[src/rtl/turf_udp_tx_arbiter_if.sv]
// turf_udp_tx_arbiter_if: per-port UDP header/payload request streams
// plus the single shared header/payload path toward the UDP core.
interface turf_udp_tx_arbiter_if #(
    parameter int NUM_PORTS = 4
);
    logic [NUM_PORTS*64-1:0] s_udphdr_tdata;
    logic [NUM_PORTS*16-1:0] s_udphdr_tuser;
    logic [NUM_PORTS-1:0]    s_udphdr_tvalid;
    logic [NUM_PORTS-1:0]    s_udphdr_tready;
    logic [NUM_PORTS*64-1:0] s_udpdata_tdata;
    logic [NUM_PORTS*8-1:0]  s_udpdata_tkeep;
    logic [NUM_PORTS-1:0]    s_udpdata_tlast;
    logic [NUM_PORTS-1:0]    s_udpdata_tvalid;
    logic [NUM_PORTS-1:0]    s_udpdata_tready;
    logic [63:0]             m_udphdr_tdata;
    logic [15:0]             m_udphdr_tuser;
    logic                    m_udphdr_tvalid;
    logic                    m_udphdr_tready;
    logic [63:0]             m_udpdata_tdata;
    logic [7:0]              m_udpdata_tkeep;
    logic                    m_udpdata_tlast;
    logic                    m_udpdata_tvalid;
    logic                    m_udpdata_tready;

    // Arbiter side: consumes requests, drives the shared transmit path.
    modport master (
        input  s_udphdr_tdata, s_udphdr_tuser, s_udphdr_tvalid,
        output s_udphdr_tready,
        input  s_udpdata_tdata, s_udpdata_tkeep, s_udpdata_tlast,
        input  s_udpdata_tvalid,
        output s_udpdata_tready,
        output m_udphdr_tdata, m_udphdr_tuser, m_udphdr_tvalid,
        input  m_udphdr_tready,
        output m_udpdata_tdata, m_udpdata_tkeep, m_udpdata_tlast,
        output m_udpdata_tvalid,
        input  m_udpdata_tready
    );

    // Environment side: requesters and the downstream UDP core.
    modport slave (
        output s_udphdr_tdata, s_udphdr_tuser, s_udphdr_tvalid,
        input  s_udphdr_tready,
        output s_udpdata_tdata, s_udpdata_tkeep, s_udpdata_tlast,
        output s_udpdata_tvalid,
        input  s_udpdata_tready,
        input  m_udphdr_tdata, m_udphdr_tuser, m_udphdr_tvalid,
        output m_udphdr_tready,
        input  m_udpdata_tdata, m_udpdata_tkeep, m_udpdata_tlast,
        input  m_udpdata_tvalid,
        output m_udpdata_tready
    );
endinterface

[src/rtl/turf_udp_tx_arbiter.sv]
// turf_udp_tx_arbiter: round-robin share of the UDP transmit path, one whole
// frame (header then payload through tlast) per grant.
// Optional: define UDP_ARB_LENGTH_CHECK_EN for the len_err beat-count check.
module turf_udp_tx_arbiter #(
    parameter int NUM_PORTS = 4,
    parameter int PORT_BITS = 2
) (
    input  logic                 clk,
    input  logic                 rst_n,
    turf_udp_tx_arbiter_if.master bus,
    output logic [PORT_BITS-1:0] grant,
    output logic                 busy,
    output logic                 frame_done,
    output logic                 len_err
);
    typedef enum logic [1:0] {
        S_IDLE,
        S_HDR,
        S_DATA
    } state_t;

    state_t               state_q;
    state_t               state_d;
    logic [PORT_BITS-1:0] grant_q;
    logic [PORT_BITS-1:0] last_q;
    logic [PORT_BITS-1:0] pick;
    logic [PORT_BITS-1:0] idx;
    logic                 found;
    logic                 any_req;
    logic                 hdr_hs;
    logic                 data_hs;
    logic                 fin;
    logic                 frame_done_q;

    assign any_req    = |bus.s_udphdr_tvalid;
    assign hdr_hs     = (state_q == S_HDR) && bus.m_udphdr_tvalid
                        && bus.m_udphdr_tready;
    assign data_hs    = (state_q == S_DATA) && bus.m_udpdata_tvalid
                        && bus.m_udpdata_tready;
    assign fin        = data_hs && bus.m_udpdata_tlast;
    assign grant      = grant_q;
    assign busy       = (state_q != S_IDLE);
    assign frame_done = frame_done_q;

    // Round-robin search starting one past the last served port.
    always_comb begin
        pick  = last_q;
        idx   = '0;
        found = 1'b0;
        for (int i = 1; i <= NUM_PORTS; i++) begin
            idx = PORT_BITS'((int'(last_q) + i) % NUM_PORTS);
            if (!found && bus.s_udphdr_tvalid[idx]) begin
                pick  = idx;
                found = 1'b1;
            end
        end
    end

    // Next-state: arbitrate, pass header, pass payload through tlast.
    always_comb begin
        state_d = state_q;
        unique case (state_q)
            S_IDLE:  if (any_req) state_d = S_HDR;
            S_HDR:   if (hdr_hs)  state_d = S_DATA;
            S_DATA:  if (fin)     state_d = S_IDLE;
            default: state_d = S_IDLE;
        endcase
    end

    // Output mux from the granted port; only the grantee sees ready.
    always_comb begin
        bus.s_udphdr_tready  = '0;
        bus.s_udpdata_tready = '0;
        bus.m_udphdr_tdata   = bus.s_udphdr_tdata[int'(grant_q)*64 +: 64];
        bus.m_udphdr_tuser   = bus.s_udphdr_tuser[int'(grant_q)*16 +: 16];
        bus.m_udpdata_tdata  = bus.s_udpdata_tdata[int'(grant_q)*64 +: 64];
        bus.m_udpdata_tkeep  = bus.s_udpdata_tkeep[int'(grant_q)*8 +: 8];
        bus.m_udpdata_tlast  = bus.s_udpdata_tlast[grant_q];
        bus.m_udphdr_tvalid  = 1'b0;
        bus.m_udpdata_tvalid = 1'b0;
        unique case (state_q)
            S_HDR: begin
                bus.m_udphdr_tvalid = bus.s_udphdr_tvalid[grant_q];
                bus.s_udphdr_tready[grant_q] = bus.m_udphdr_tready;
            end
            S_DATA: begin
                bus.m_udpdata_tvalid = bus.s_udpdata_tvalid[grant_q];
                bus.s_udpdata_tready[grant_q] = bus.m_udpdata_tready;
            end
            default: ;
        endcase
    end

    // State, grant, round-robin pointer and frame_done pulse.
    always_ff @(posedge clk or negedge rst_n) begin
        if (!rst_n) begin
            state_q      <= S_IDLE;
            grant_q      <= '0;
            last_q       <= PORT_BITS'(NUM_PORTS - 1);
            frame_done_q <= 1'b0;
        end else begin
            state_q      <= state_d;
            frame_done_q <= fin;
            if (state_q == S_IDLE && any_req) grant_q <= pick;
            if (fin) last_q <= grant_q;
        end
    end

`ifdef UDP_ARB_LENGTH_CHECK_EN
    logic [12:0] beat_q;
    logic [15:0] len_q;
    logic [12:0] exp_beats;
    logic        len_err_q;

    // Beats implied by the UDP length field, never fewer than one.
    always_comb begin
        exp_beats = 13'd1;
        if (len_q > 16'd8) exp_beats = 13'((len_q - 16'd1) >> 3);
    end

    // Count payload beats and flag a mismatch on the final beat.
    always_ff @(posedge clk or negedge rst_n) begin
        if (!rst_n) begin
            beat_q    <= '0;
            len_q     <= '0;
            len_err_q <= 1'b0;
        end else begin
            len_err_q <= fin && ((beat_q + 13'd1) != exp_beats);
            if (state_q == S_IDLE) beat_q <= '0;
            else if (data_hs) beat_q <= beat_q + 13'd1;
            if (hdr_hs) len_q <= bus.m_udphdr_tdata[15:0];
        end
    end

    assign len_err = len_err_q;
`else
    assign len_err = 1'b0;
`endif
endmodule

[src/flat_wrapper.sv]
// flat-port wrapper written by rule: the top's interface ports become plain ports
module turf_udp_tx_arbiter_flat 
#(
    parameter int NUM_PORTS = 4,
    parameter int PORT_BITS = 2
)
  (clk, rst_n, grant, busy, frame_done, len_err, bus_s_udphdr_tdata, bus_s_udphdr_tuser, bus_s_udphdr_tvalid, bus_s_udphdr_tready, bus_s_udpdata_tdata, bus_s_udpdata_tkeep, bus_s_udpdata_tlast, bus_s_udpdata_tvalid, bus_s_udpdata_tready, bus_m_udphdr_tdata, bus_m_udphdr_tuser, bus_m_udphdr_tvalid, bus_m_udphdr_tready, bus_m_udpdata_tdata, bus_m_udpdata_tkeep, bus_m_udpdata_tlast, bus_m_udpdata_tvalid, bus_m_udpdata_tready);
  turf_udp_tx_arbiter_if #(.NUM_PORTS(NUM_PORTS)) bus_i ();
  input  logic clk;
  input  logic rst_n;
  output logic [PORT_BITS-1:0] grant;
  output logic busy;
  output logic frame_done;
  output logic len_err;
  input wire logic [$bits(bus_i.s_udphdr_tdata)-1:0] bus_s_udphdr_tdata;
  input wire logic [$bits(bus_i.s_udphdr_tuser)-1:0] bus_s_udphdr_tuser;
  input wire logic [$bits(bus_i.s_udphdr_tvalid)-1:0] bus_s_udphdr_tvalid;
  output wire logic [$bits(bus_i.s_udphdr_tready)-1:0] bus_s_udphdr_tready;
  input wire logic [$bits(bus_i.s_udpdata_tdata)-1:0] bus_s_udpdata_tdata;
  input wire logic [$bits(bus_i.s_udpdata_tkeep)-1:0] bus_s_udpdata_tkeep;
  input wire logic [$bits(bus_i.s_udpdata_tlast)-1:0] bus_s_udpdata_tlast;
  input wire logic [$bits(bus_i.s_udpdata_tvalid)-1:0] bus_s_udpdata_tvalid;
  output wire logic [$bits(bus_i.s_udpdata_tready)-1:0] bus_s_udpdata_tready;
  output wire logic [$bits(bus_i.m_udphdr_tdata)-1:0] bus_m_udphdr_tdata;
  output wire logic [$bits(bus_i.m_udphdr_tuser)-1:0] bus_m_udphdr_tuser;
  output wire logic [$bits(bus_i.m_udphdr_tvalid)-1:0] bus_m_udphdr_tvalid;
  input wire logic [$bits(bus_i.m_udphdr_tready)-1:0] bus_m_udphdr_tready;
  output wire logic [$bits(bus_i.m_udpdata_tdata)-1:0] bus_m_udpdata_tdata;
  output wire logic [$bits(bus_i.m_udpdata_tkeep)-1:0] bus_m_udpdata_tkeep;
  output wire logic [$bits(bus_i.m_udpdata_tlast)-1:0] bus_m_udpdata_tlast;
  output wire logic [$bits(bus_i.m_udpdata_tvalid)-1:0] bus_m_udpdata_tvalid;
  input wire logic [$bits(bus_i.m_udpdata_tready)-1:0] bus_m_udpdata_tready;
  assign bus_i.s_udphdr_tdata = bus_s_udphdr_tdata;
  assign bus_i.s_udphdr_tuser = bus_s_udphdr_tuser;
  assign bus_i.s_udphdr_tvalid = bus_s_udphdr_tvalid;
  assign bus_s_udphdr_tready = bus_i.s_udphdr_tready;
  assign bus_i.s_udpdata_tdata = bus_s_udpdata_tdata;
  assign bus_i.s_udpdata_tkeep = bus_s_udpdata_tkeep;
  assign bus_i.s_udpdata_tlast = bus_s_udpdata_tlast;
  assign bus_i.s_udpdata_tvalid = bus_s_udpdata_tvalid;
  assign bus_s_udpdata_tready = bus_i.s_udpdata_tready;
  assign bus_m_udphdr_tdata = bus_i.m_udphdr_tdata;
  assign bus_m_udphdr_tuser = bus_i.m_udphdr_tuser;
  assign bus_m_udphdr_tvalid = bus_i.m_udphdr_tvalid;
  assign bus_i.m_udphdr_tready = bus_m_udphdr_tready;
  assign bus_m_udpdata_tdata = bus_i.m_udpdata_tdata;
  assign bus_m_udpdata_tkeep = bus_i.m_udpdata_tkeep;
  assign bus_m_udpdata_tlast = bus_i.m_udpdata_tlast;
  assign bus_m_udpdata_tvalid = bus_i.m_udpdata_tvalid;
  assign bus_i.m_udpdata_tready = bus_m_udpdata_tready;
  turf_udp_tx_arbiter #(.NUM_PORTS(NUM_PORTS), .PORT_BITS(PORT_BITS)) u_core (.clk(clk), .rst_n(rst_n), .bus(bus_i), .grant(grant), .busy(busy), .frame_done(frame_done), .len_err(len_err));
endmodule
[config.mk]
export PLATFORM = sky130hd
export DESIGN_NAME = turf_udp_tx_arbiter_flat
export DESIGN_NICKNAME = d
export VERILOG_FILES = /design/src/rtl/turf_udp_tx_arbiter_if.sv /design/src/rtl/turf_udp_tx_arbiter.sv /design/src/flat_wrapper.sv
export SDC_FILE = /design/constraint.sdc
export NUM_CORES = 1
export LEC_CHECK = 0
export CORE_AREA = 2 2 304 306
export CTS_BUF_LIST = sky130_fd_sc_hd__clkbuf_4
export CTS_CLUSTER_DIAMETER = 200
export CTS_CLUSTER_SIZE = 24
export DETAILED_ROUTE_END_ITERATION = 16
export DIE_AREA = 0 0 306 308
export SLEW_MARGIN = 20
export SYNTH_ARGS = -nofsm -noshare
export SYNTH_HDL_FRONTEND = slang
export SYNTH_SLANG_ARGS = --single-unit
[constraint.sdc]
create_clock -name clk -period 1.7 [get_ports clk]
set_clock_uncertainty 0.05 [all_clocks]
set_input_delay 0.255 -clock clk [delete_from_list [all_inputs] [get_ports clk]]
set_output_delay 0.255 -clock clk [all_outputs]
set_load 0.02 [all_outputs]
==> impl_metrics.toml, run 1 <==
[worst_setup_path]
path_class = "register to output pin"
setup.worst_path.end_class = "output pin"
cp.required_ns = 1.39
worstSetupStartpointType = "register"
crit_arrival_ns = 1.93
crit_fanout = 5

[layout]
multi_input_area_sq_um = 3880
fill_cells = 10100
ff_latch_area_sq_um = 185
synthToLayoutAreaGrowth_pct = 254
drive_gt1_share_pct = 40.4
utilization_pct = 16.2
fin_nets = 1719
fin_cells = 2287
mostFrequentLayoutCell = "clkdlybuf4s50_1"
final_cell_mix = "clkdlybuf4s50_1 (624), mux4_2 (155), buf_6 (123)"

[min_path]
hp-class = "primary input to asynchronous set/reset pin"

[global_route]
grt_pass1_wl_mm = 72.7
track_usage_pct = 11.8
grt_overflow = 0
grt_pass1_vias = 7589
antenna_found_initial = 53
grt_max_degree = 36

[clocking]
cts-buffers-inserted = 3
cts_buffer_depth = 2
clk_latency_ns = 0.28
clockRootBuffer = "clkbuf_4"
cts_tree = "yes"
cts_hold_buf = 0
htree_levels = 1
clock-sinks = 7
clk_pin_slew_worst_paths_ns = 0.07

[synthesis]
synth_cell_types = 34
synth_edf_count = 0
ys_ff_latch = 7
ys_warn_count = 0
synth_top_area_share_pct = 83.8
synth_seq_area_share_pct = 4.27
synth-xor-area-share_pct = 0
yosys.area.top_type = "mux4_2"
synth-simple-area-share_pct = 3.73
synth_cells = 252
synthAdderAreaFrac_pct = 0
synthMuxAreaShare_pct = 84.6
synth-main-ff-cell = "dfrtp_1"
netlist_area_sq_um = 4160
postSynthAreaPerCell_sq_um = 16.5
synth_top_family_by_area = "multiplexers"
synthTopCellsByArea = "mux4_2 (84%), dfrtp_1 (3.0%), buf_2 (2.0%)"
async_reset_ff_share_pct = 100
synth_compound_area_share_pct = 2.19
mappedNetlistNets = 876

[placement]
numPortBuffers = 790
gp_congestion = 0.853
dp.final_hpwl_mm = 54.5
place_inst = 2241

[power_and_ir_drop]
ir_drop_mv = 0.618
power_w = 0.0201
leakagePower_nw = 5.20
power.density_nw_per_um2 = 1360

[floorplanning]
coreArea_sq_um = 91000
start_util_pct = 4.58
dieArea_sq_um = 94200
io_pins = 792
rows = 111
dieWidth_microns = 306
die_h_microns = 308

[drt]
drt_wl_total_mm = 60.1
drtIter0Drc = 253
avgViaCountPerCell = 3.08
drcViolationCount = 0
wl_per_cell_microns = 26.3
ant_nets = 0
vias = 7035
drt_pass1_iterations = 6

[run]
drv_cap = 0

[sta]
hold_viol = 0
setup_ws_ns = -0.532
period_minus_slack_ns = 2.23
timing.final.crit_share_pct = 131
rsz0062_at_grt = "yes"
finalMaxSlewViolations = 0
fmax_ghz = 0.448
setup_viol = 166

[run_status]
violations = "negative setup slack"
status = "complete, but fails checks"
## logic make-up (layout without fill, tap and decap cells)
| group | Yosys count | count (layout) |
|---|---|---|
| buffers and inverters | 43 | 885 |
| AND/OR/NAND/NOR | 31 | 31 |
| flip-flops | 7 | 7 |
| other | 1 | 8 |
| multiplexers | 158 | 158 |
| AO/OA/AOI/OAI | 12 | 12 |
## state kept, by name, summed over array words and instances, names as in the netlist
register	cells
u_core.frame_done	1
u_core.state_q	2
u_core.last_q	2
u_core.grant	2
## final timing paths
kind	startpoint	slack, ns	end	cells after the start
worst max-delay path	u_core.grant[0]	-0.53	bus_m_udpdata_tdata[11]	6
worst min-delay path	rst_n	0.21	u_core.state_q[1]	1
worst max register to register	u_core.grant[0]	-0.34	u_core.last_q[0]	6
worst min register to register	u_core.last_q[1]	0.61	u_core.last_q[1]	1
max in group asynchronous	rst_n	1.06	u_core.last_q[0]	1
min in group clk	u_core.last_q[1]	0.61	u_core.last_q[1]	1
## metrics by stage
step | TNS, ns | worst slack [ns] | cell area, sq um | hold slack [ns]
global placement | -62.26 | -0.512 | 13800 | 0.541
global route | -83.01 | -0.596 | 14700 | 0.237
CTS | -88.86 | -0.662 | 14600 | 0.211
finish | -71.19 | -0.532 | 14700 | 0.212
detailed placement | -63.58 | -0.521 | 13800 | 0.542
floorplan | -11.16 | -0.0989 | 4280 | -0.0906
## metal layers
| metal | track usage, % | up-vias | routed length, microns |
|---|---|---|---|
| met5 | 0 | - | 98 |
| met4 | 2.34 | 16 | 2000 |
| met3 | 6.14 | 129 | 7870 |
| met2 | 23.6 | 550 | 32800 |
| met1 | 10.3 | 3423 | 17300 |
| li1 | - | 2917 | - |
## worst max-delay path, cell delays in order, from the launching register on
cell and delay, ns:
dfrtp_4 0.53, buf_12 0.16, buf_12 0.13, buf_12 0.12, buf_6 0.11, mux4_2 0.43, buf_6 0.15
## repair_timing
action | in CTS | in global routing
resized for setup | 464 | 101
setup endpoints to repair | 172 | 170
pin swaps | 8 | 5
setup buffers | 28 | 9
cloned | 6 | 2
## layout make-up
cell class | instances | share of cell area [%]
Multi-Input combinational cell | 202 | 26.3
Sequential cell | 7 | 1.26
Clock inverter | 1 | 0.0339
Clock buffer | 3 | 0.153
Antenna cell | 7 | 0.119
Tap cell | 1186 | 10.1
Inverter | 5 | 0.127
Timing Repair Buffer | 876 | 61.9
## cell usage after synthesis (5+ instances only)
library cell and n:
buf_2 17, buf_1 6, buf_4 6, dfrtp_1 5, inv_1 5, mux4_2 155, nor2_1 8, nand2_1 9
clkbuf_1 8
## power breakdown
group	switching, W	internal, W
combinational	0.00930	0.0103
sequential	0.000132	0.000261
clock	0.0000888	0.0000872
Power figures use the tool's default switching activity.
==> run 2: changes to the inputs <==
CTS_CLUSTER_SIZE = default   (was 24)
==> results of run 2 <==
The final DEF is identical to that of run 1; final timing and power are the same.
==> run 3: changes to the inputs <==
CTS_CLUSTER_DIAMETER = default   (was 200)
==> results of run 3 <==
The final DEF is identical to that of run 1; final timing and power are the same.
